`config.mk`:
```
export PLATFORM = sky130hd
export DESIGN_NAME = sram_port_arbiter
export DESIGN_NICKNAME = d
export VERILOG_FILES = /design/src/rtl/mem_pkg.sv /design/src/rtl/rdata_align.sv /design/src/rtl/sram_port_arbiter.sv
export SDC_FILE = /design/constraint.sdc
export NUM_CORES = 1
export LEC_CHECK = 0
export ABC_AREA = 1
export CORE_MARGIN = 5
export CORE_UTILIZATION = 37
export DETAILED_ROUTE_END_ITERATION = 10
export PLACE_DENSITY = 0.82
export SLEW_MARGIN = 20
export SYNTH_ARGS = -nofsm -noshare
export SYNTH_HDL_FRONTEND = slang
export SYNTH_SLANG_ARGS = --single-unit
```
`constraint.sdc`:
```
create_clock -name CLK -period 3.65 [get_ports CLK]
set_input_delay 0.73 -clock CLK [delete_from_list [all_inputs] [get_ports CLK]]
set_output_delay 0.73 -clock CLK [all_outputs]
set_load 0.02 [all_outputs]
```
`src/rtl/mem_pkg.sv`:
```
// mem_pkg: definitions shared by the SRAM port arbiter and future bus slaves.
//   - Access size encodings (SZ_*).
//   - Read-response source enum (rsp_src_e).
//   - be_gen(): byte-enable generation plus misalignment detection from an
//     access size and the two low byte-address bits.
package mem_pkg;

  localparam logic [1:0] SZ_BYTE = 2'b00;
  localparam logic [1:0] SZ_HALF = 2'b01;
  localparam logic [1:0] SZ_WORD = 2'b10;
  localparam logic [1:0] SZ_RSVD = 2'b11;

  typedef enum logic [1:0] {
    RSP_NONE = 2'd0,
    RSP_I    = 2'd1,
    RSP_D    = 2'd2
  } rsp_src_e;

  typedef struct packed {
    logic [3:0] be;
    logic       misaligned;
  } be_gen_t;

  // Byte lanes for an access of the given size at byte offset addr.
  // Reserved size and unaligned half/word accesses flag misaligned.
  function automatic be_gen_t be_gen(input logic [1:0] size, input logic [1:0] addr);
    be_gen_t r;
    r.be         = 4'b0000;
    r.misaligned = 1'b0;
    unique case (size)
      SZ_BYTE: r.be = 4'b0001 << addr;
      SZ_HALF: begin
        r.be         = addr[1] ? 4'b1100 : 4'b0011;
        r.misaligned = addr[0];
      end
      SZ_WORD: begin
        r.be         = 4'b1111;
        r.misaligned = |addr;
      end
      default: r.misaligned = 1'b1;
    endcase
    return r;
  endfunction

endpackage

```
`src/rtl/rdata_align.sv`:
```
// rdata_align: right-aligns and zero-extends a data-port read.
// Ports:
//   rdata_i [31:0] raw SRAM word
//   lane_i  [1:0]  byte offset of the access within the word
//   size_i  [1:0]  access size (SZ_BYTE/SZ_HALF/SZ_WORD)
//   rdata_o [31:0] shifted word with unused upper lanes cleared
module rdata_align
  import mem_pkg::*;
(
  input  logic [31:0] rdata_i,
  input  logic [1:0]  lane_i,
  input  logic [1:0]  size_i,
  output logic [31:0] rdata_o
);

  logic [31:0] shifted;
  logic [3:0]  keep;

  assign shifted = rdata_i >> {lane_i, 3'b000};

  always_comb begin
    keep = 4'b1111;
    unique case (size_i)
      SZ_BYTE: keep = 4'b0001;
      SZ_HALF: keep = 4'b0011;
      default: keep = 4'b1111;
    endcase
  end

  for (genvar gi = 0; gi < 4; gi++) begin : g_lane
    assign rdata_o[8*gi +: 8] = shifted[8*gi +: 8] & {8{keep[gi]}};
  end

endmodule

```
`src/rtl/sram_port_arbiter.sv`:
```
// sram_port_arbiter: shares one single-port synchronous SRAM between the
// instruction-fetch (I) and data (D) ports of the core.
// Ports:
//   CLK, RESET                 clock, asynchronous active-high reset
//   IREQ/IADDR/IACK            fetch request, byte address, accept (comb)
//   IRVALID/IRDATA             fetch response one cycle after accept
//   DREQ/DADDR/DRW/DSIZE/DWDATA data request fields
//   DACK                       data accept (comb)
//   DRVALID/DRDATA             data read response, right-aligned
//   DERR                       one-cycle pulse for a rejected misaligned access
//   CSN/ADDR/WE/BE/DI/DO       SRAM port (DO valid one cycle after a read)
// Contested cycles alternate round-robin; an uncontested requester wins.
module sram_port_arbiter
  import mem_pkg::*;
#(
  parameter int ADDR_W = 12
) (
  input  logic              CLK,
  input  logic              RESET,
  input  logic              IREQ,
  input  logic [31:0]       IADDR,
  output logic              IACK,
  output logic              IRVALID,
  output logic [31:0]       IRDATA,
  input  logic              DREQ,
  input  logic [31:0]       DADDR,
  input  logic              DRW,
  input  logic [1:0]        DSIZE,
  input  logic [31:0]       DWDATA,
  output logic              DACK,
  output logic              DRVALID,
  output logic [31:0]       DRDATA,
  output logic              DERR,
  output logic              CSN,
  output logic [ADDR_W-1:0] ADDR,
  output logic              WE,
  output logic [3:0]        BE,
  output logic [31:0]       DI,
  input  logic [31:0]       DO
);

  // Registers
  logic       last_gnt_q, last_gnt_d;   // 0 = I, 1 = D
  rsp_src_e   rsp_src_q, rsp_src_d;
  logic [1:0] rsp_lane_q, rsp_lane_d;
  logic [1:0] rsp_size_q, rsp_size_d;
  logic       err_q, err_d;
  logic [31:0] irdata_q, irdata_d;      // hold copies shown between responses
  logic [31:0] drdata_q, drdata_d;

  logic    i_pend, d_pend, gnt_i, gnt_d, d_access;
  be_gen_t d_be;
  logic [31:0] d_aligned;

  // Address bits outside the SRAM window and the fetch byte offset are don't-care.
  logic unused_addr_bits;
  assign unused_addr_bits = ^{IADDR[31:ADDR_W+2], IADDR[1:0], DADDR[31:ADDR_W+2]};

  rdata_align u_rdata_align (
    .rdata_i (DO),
    .lane_i  (rsp_lane_q),
    .size_i  (rsp_size_q),
    .rdata_o (d_aligned)
  );

  // Grant and SRAM drive
  always_comb begin
    // Requests are ignored while reset is held so no grant leaks out.
    i_pend   = IREQ & ~RESET;
    d_pend   = DREQ & ~RESET;
    // D wins when alone, or when contested and I had the previous grant.
    gnt_d    = d_pend & (~i_pend | ~last_gnt_q);
    gnt_i    = i_pend & ~gnt_d;
    d_be     = be_gen(DSIZE, DADDR[1:0]);
    // A misaligned D request is acknowledged but never reaches the SRAM.
    d_access = gnt_d & ~d_be.misaligned;

    IACK = gnt_i;
    DACK = gnt_d;
    CSN  = 1'b1;
    WE   = 1'b0;
    BE   = 4'b0000;
    ADDR = '0;
    DI   = '0;
    if (gnt_i) begin
      CSN  = 1'b0;
      BE   = 4'b1111;
      ADDR = IADDR[ADDR_W+1:2];
    end else if (d_access) begin
      CSN  = 1'b0;
      WE   = DRW;
      BE   = d_be.be;
      ADDR = DADDR[ADDR_W+1:2];
      unique case (DSIZE)
        SZ_BYTE: DI = {4{DWDATA[7:0]}};
        SZ_HALF: DI = {2{DWDATA[15:0]}};
        default: DI = DWDATA;
      endcase
    end
  end

  // Next state
  always_comb begin
    last_gnt_d = last_gnt_q;
    if (gnt_i)      last_gnt_d = 1'b0;
    else if (gnt_d) last_gnt_d = 1'b1;

    rsp_src_d  = RSP_NONE;
    rsp_lane_d = rsp_lane_q;
    rsp_size_d = rsp_size_q;
    if (gnt_i) begin
      rsp_src_d = RSP_I;
    end else if (d_access && !DRW) begin
      rsp_src_d  = RSP_D;
      rsp_lane_d = DADDR[1:0];
      rsp_size_d = DSIZE;
    end

    err_d    = gnt_d & d_be.misaligned;
    irdata_d = (rsp_src_q == RSP_I) ? DO : irdata_q;
    drdata_d = (rsp_src_q == RSP_D) ? d_aligned : drdata_q;
  end

  always_ff @(posedge CLK or posedge RESET) begin
    if (RESET) begin
      last_gnt_q <= 1'b0;
      rsp_src_q  <= RSP_NONE;
      rsp_lane_q <= 2'b00;
      rsp_size_q <= SZ_BYTE;
      err_q      <= 1'b0;
      irdata_q   <= '0;
      drdata_q   <= '0;
    end else begin
      last_gnt_q <= last_gnt_d;
      rsp_src_q  <= rsp_src_d;
      rsp_lane_q <= rsp_lane_d;
      rsp_size_q <= rsp_size_d;
      err_q      <= err_d;
      irdata_q   <= irdata_d;
      drdata_q   <= drdata_d;
    end
  end

  // Response outputs: live SRAM data in the response cycle, held copy otherwise.
  assign IRVALID = (rsp_src_q == RSP_I);
  assign DRVALID = (rsp_src_q == RSP_D);
  assign IRDATA  = IRVALID ? DO : irdata_q;
  assign DRDATA  = DRVALID ? d_aligned : drdata_q;
  assign DERR    = err_q;

endmodule
```
Word-level counts from Yosys, hierarchy flattened
Cells that the tools add are included.
{"block": "word_totals", "ff_bits": 72, "output_inout_bits": 119, "wordCells": 59}
{"block": "classes", "n_eq_ne": 5, "n_shift": 2, "mux": 21, "bitwise": 17, "n_reduce_logical": 7}
{"cell": "32-bit two-way mux", "n": 4}
{"cell": "32-bit case mux with 2 select lines", "n": 1}
{"cell": "8-bit AND", "n": 4}
{"cell": "32-bit by 5-bit right shift with 32-bit output", "n": 1}
{"cell": "12-bit two-way mux", "n": 2}
{"cell": "4-bit two-way mux", "n": 3}
{"cell": "4-bit case mux with 3 select lines", "n": 1}
{"cell": "4-bit case mux with 2 select lines", "n": 1}
{"cell": "1-bit AND", "n": 6}
{"cell": "2-bit by 1-bit == test with 1-bit output (second input constant)", "n": 3}
{"cell": "1-bit two-way mux", "n": 6}
{"cell": "1-bit NOT", "n": 6}
{"cell": "2-bit == test (second input constant)", "n": 2}
{"cell": "2-bit zero test", "n": 2}
{"cell": "2-bit two-way mux", "n": 2}
{"cell": "1-bit by 2-bit left shift with 4-bit output (first input constant)", "n": 1}
{"cell": "1-bit case mux with 3 select lines", "n": 1}
{"cell": "2-bit AND reduction", "n": 1}
{"cell": "2-bit nonzero test", "n": 1}
{"cell": "2-bit OR reduction", "n": 1}
{"cell": "1-bit logical AND", "n": 1}
{"cell": "1-bit zero test", "n": 1}
{"cell": "1-bit bitwise OR", "n": 1}

Longest topological paths before layout
{"block": "depth", "word_depth": 9, "mapped_depth": 9, "ltp_nobuf": 8}

Hierarchy
Synthesis repeated with hierarchy kept, for this count alone.
{"block": "hier_totals", "hier_cells": 660, "hier_area_um2": 4315.4}
{"mod": "sram_port_arbiter", "instances": 1, "cells_each": 469, "area_each_um2": 3470.8, "seq_area_each_um2": 1801.7}
{"mod": "rdata_align", "instances": 1, "cells_each": 191, "area_each_um2": 844.6, "seq_area_each_um2": 0.0}

Worst setup path after synthesis
OpenSTA, ideal clock, no wires.
{"block": "synth_timing", "path_kind": "input to output", "startpoint": "input port RESET", "endpoint": "output port DI[11]", "t_arrival_ns": 2.730, "required_time_ns": 2.920, "setup_slack_ns": 0.190, "cell_stages": 6, "path_buffers": 1, "cell_sequence": "inv_2 -> nand2_4 -> nor2_8 -> nand3_4 -> buf_6 -> nor3_1"}
{"block": "synth_via", "elab_chain_cells": 8, "word_cells_on_any_way": 11, "cone_classes": "mux (2); bitwise (9)"}
{"element": "start: declaration", "line": "sram_port_arbiter.sv:19", "text": "input logic RESET,"}
{"element": "1-bit NOT *", "line": "sram_port_arbiter.sv:69, sram_port_arbiter.sv:70"}
{"element": "1-bit AND", "line": "sram_port_arbiter.sv:69", "text": "i_pend = IREQ & ~RESET;"}
{"element": "1-bit NOT", "line": "sram_port_arbiter.sv:72", "text": "gnt_d = d_pend & (~i_pend | ~last_gnt_q);"}
{"element": "1-bit bitwise OR", "line": "sram_port_arbiter.sv:72"}
{"element": "1-bit AND *", "line": "sram_port_arbiter.sv:72"}
{"element": "named net DACK", "line": "sram_port_arbiter.sv:30", "text": "output logic DACK,"}
{"element": "1-bit AND / 1-bit NOT (equally long branches)", "line": "sram_port_arbiter.sv:76, sram_port_arbiter.sv:73"}
{"element": "32-bit two-way mux / 1-bit AND (equally long branches)", "line": "sram_port_arbiter.sv:89, sram_port_arbiter.sv:73"}
{"element": "32-bit two-way mux *", "line": "sram_port_arbiter.sv:85", "text": "if (gnt_i) begin"}
{"element": "end: declaration", "line": "sram_port_arbiter.sv:38", "text": "output logic [31:0] DI,"}
The timed path passes the listed nets; every way through them passes the cells marked *.

Worst setup path after layout
{"block": "layout_timing", "startpoint": "input port DSIZE[1]", "endpoint": "output port BE[2]"}
{"block": "layout_via", "elab_chain_cells": 6, "word_cells_on_any_way": 9, "cone_classes": "eq/ne (2); mux (4); bitwise (2); reduce/logical (1)"}
{"element": "start: declaration", "line": "sram_port_arbiter.sv:28", "text": "input logic [1:0] DSIZE,"}
{"element": "2-bit == test, or another cell as far along", "line": "mem_pkg.sv:30", "text": "unique case (size)"}
{"element": "1-bit case mux with 3 select lines", "line": "mem_pkg.sv:30"}
{"element": "1-bit NOT", "line": "sram_port_arbiter.sv:76", "text": "d_access = gnt_d & ~d_be.misaligned;"}
{"element": "1-bit AND", "line": "sram_port_arbiter.sv:76"}
{"element": "4-bit two-way mux *", "line": "sram_port_arbiter.sv:89", "text": "end else if (d_access) begin"}
{"element": "4-bit two-way mux *", "line": "sram_port_arbiter.sv:85"}
{"element": "end: declaration", "line": "sram_port_arbiter.sv:37", "text": "output logic [3:0] BE,"}
Mark *: on every way between the ends. The rest lies on a longest branch, timed or not.

==> metrics <==
outcome=finished, final reports clean; reg-to-reg startpoint=rsp_lane_q[0]$_DFFE_PP0P_; fillers=~900; Hold Startpoint=irdata_q[18]$_DFF_PP0_; Die Height=around 110 µm; Max Clk Rate=287 MHz; leakage=~3 nW; Overflow after GRT=0; compound-cell area share of the yosys netlist=13.7%; endpoint type of the worst setup path=primary output; adder-cell share of the synthesized area=0%; Detail Placement HPWL=~12 mm; CTS tree=yes; Clock Sinks=between 70 and 80; Core Area=a little over 10000 µm²; Hold Crit Class=reg -> reg; post-synthesis mux area share=0%; Area contributors post-synth=dfrtp_1 (46%), nand2_1 (18%), o21ai_0 (7.6%), nor2_1 (5.0%), inv_1 (4.1%); worst endpoint required time=roughly 3 ns; Peak supply drop=0.299 mV; DIE WIDTH=approximately 110 µm; xor and xnor area share after synthesis=0%; beginning of the critical path=DSIZE[1]; Worst EP arrival=2.75 ns; crit share post-route=a little over nine tenths; Worst Path Class, Setup=in -> out; Synth Instances=about 540; largest net degree at the start of global routing=73; share of layout cells above drive strength 1=6.75%; Relative slew margins=between 40 and 50%; Detailed Route Iter0 Violations=about 250; # IOs=around 250; WL/cell=around 17 µm; DRT Pass-1 Iters=5; vias in the first global route=approximately 4.4k; RSZ-0062 raised after global routing=false; Detail Route Antenna Nets=0; P per Cell Area=just under 500 nW/µm²; Yosys top cell by area=dfrtp_1; final setup fails=0; Sequential Area=roughly 1800 µm²; CP peak stage delay=0.62 ns; sequential share of the synthesized area=about 46%; Port Buffers=215; synthesis-to-layout area growth=63.2%; critical path's slowest cell=clkdlybuf4s50_1; Synth Cell Area=3940 µm²; clock period minus worst slack=about 3.5 ns; Least-Margin Pin Slew=roughly 0.89 ns; antenna violations before repair=0; GRT Total Usage=~23%; Tot Pwr=roughly 0.0032 W; Initial Util=a little under two fifths; Startpoint Class=input port; Root Buffer=clkbuf_8; first-pass GRT wire length=23.1 mm; n_diodes=0; CTS max path bufs=2; worst setup margin=~0.17 ns; vias per cell=~4.9; max_cap viols=0; simple-gate share of the synthesized area=31.5%; GPL Wtd Cong=around 0.9; register bit total from synthesis=72; CTS H-tree lvls=3; Die ar.=12800 µm²; top cell type's share of synthesized area=a little under half; TritonCTS Buffers=9; Vias=4399; critical path, cell by cell=clkdlybuf4s50_1, inv_1, buf_4, nand2_4, o21ai_0, o21ai_0, nand2_1, clkdlybuf4s50_1; Max Slew Vio Count=0; Place WS=-0.0188 ns; row cnt=37; Yosys warning total=0; main combinational cell family by area after synthesis=simple AND/OR/NAND/NOR gates; Cell variety after synth=27; Hold Vio Cnt, Final=0; Net Count, Synth=just under 700; worst skew pair latency=roughly 0.36 ns; Reg clk slew, reported paths=around 0.07 ns; Clock Skew=~0.0065 ns; Final Net Count=885; Multi-input gate area=1790 µm²; crit path max fanout=19; final wirelength=14.7 mm; Mapped Avg Cell Area=roughly 7.3 µm²; detailed-route DRC error count=0
## worst paths after layout
path	end	slack [ns]	cells after the start
min in group asynchronous	rsp_size_q[1]$_DFFE_PP0P_	1.04	3
setup reg to reg	drdata_q[22]$_DFF_PP0_	1.86	3
hold / removal	irdata_q[18]$_DFF_PP0_	0.47	2
hold reg to reg	irdata_q[18]$_DFF_PP0_	0.47	2
setup / recovery	BE[2]	0.17	8
max in group asynchronous	drdata_q[2]$_DFF_PP0_	2.03	3
## per-stage QoR
stage / hold WS [ns] / utilization (%) / TNS (ns) / area (µm²) / std cells
detailed placement: 0.458 / 59.6 / -0.0389 / 6180 / 873
floorplan: 0.443 / - / 0 / 3940 / 539
global placement: 0.450 / 59.6 / 0 / 6180 / 873
finish: 0.470 / 62.0 / 0 / 6430 / 891
global route: 0.498 / 62.0 / 0 / 6430 / 891
CTS: 0.473 / 61.8 / 0 / 6410 / 890
## flip-flops by register name, indices dropped and copies added (netlist names)
signal / flops
rsp_size_q: 2
DERR: 1
last_gnt_q: 1
rsp_src_q: 2
rsp_lane_q: 2
irdata_q: 32
drdata_q: 32
## cell type report
class | instances | share of cell area, %
repair buffers | 228 | 35.3
flip-flops and latches | 72 | 28.0
multi-input cells | 389 | 27.8
inverters | 50 | 2.94
well taps | 136 | 2.65
clock buffers | 13 | 2.32
clock inverters | 3 | 1.01
## synth_stat cells (all sizes together)
cell,count
a21oi,16
buf,23
clkbuf,6
clkinv,1
dfrtp,72
inv,49
nand2,193
nand3,19
nand4,5
nor2,55
nor3,17
o211ai,9
o21ai,67
o22ai,7
## layer usage
metal / track usage, % / vias to the layer above / share of wire [%] / wire length [µm]
met2: 39.3 / 232 / 49 / 7240
met5: 0 / - / 0 / 0
met4: 10.1 / 0 / 3.3 / 479
li1: - / 2148 / - / -
met3: 7.75 / 41 / 10 / 1530
met1: 25.5 / 1978 / 37 / 5470
## power by group
part | internal [W] | leakage (nW) | switching, W
clock | 0.000403 | 0.108 | 0.000280
combinational | 0.000607 | 1.98 | 0.000796
sequential | 0.000992 | 0.891 | 0.0000748
total | 0.00200 | 2.98 | 0.00115
## cells by family (layout without fill, tap and decap cells)
| logic type | after synthesis | in the layout |
|---|---|---|
| flops | 72 | 72 |
| buf+inv | 79 | 294 |
| compound gates | 99 | 99 |
| simple gates | 289 | 290 |
## critical path: cells and delay by family
family,cells,cell delay [ns]
buffers and inverters,4,1.45
and+or+nand+nor,2,0.20
AOI/OAI and AO/OA,2,0.37
## layout by cell type (no fill, tap or decap), drive strengths merged, types with 9 or more instances in the layout
master,instances
clkdlybuf4s50,213
buf,13
nand3,20
o211ai,9
a21oi,16
clkbuf,13
inv,49
dfrtp,72
nand2,193
nor2,55
o21ai,67
nor3,17
## repair_timing
action / 4_1_cts / 5_1_grt
cloned: 1 / 0
endpoints found under the hold margin: 0 / 0
setup endpoints to repair: 3 / 36
resized for setup: 0 / 2
pin swaps: 0 / 1
hold buffers: 0 / 0
setup buffers: 0 / 1
Power figures use the tool's default switching activity.
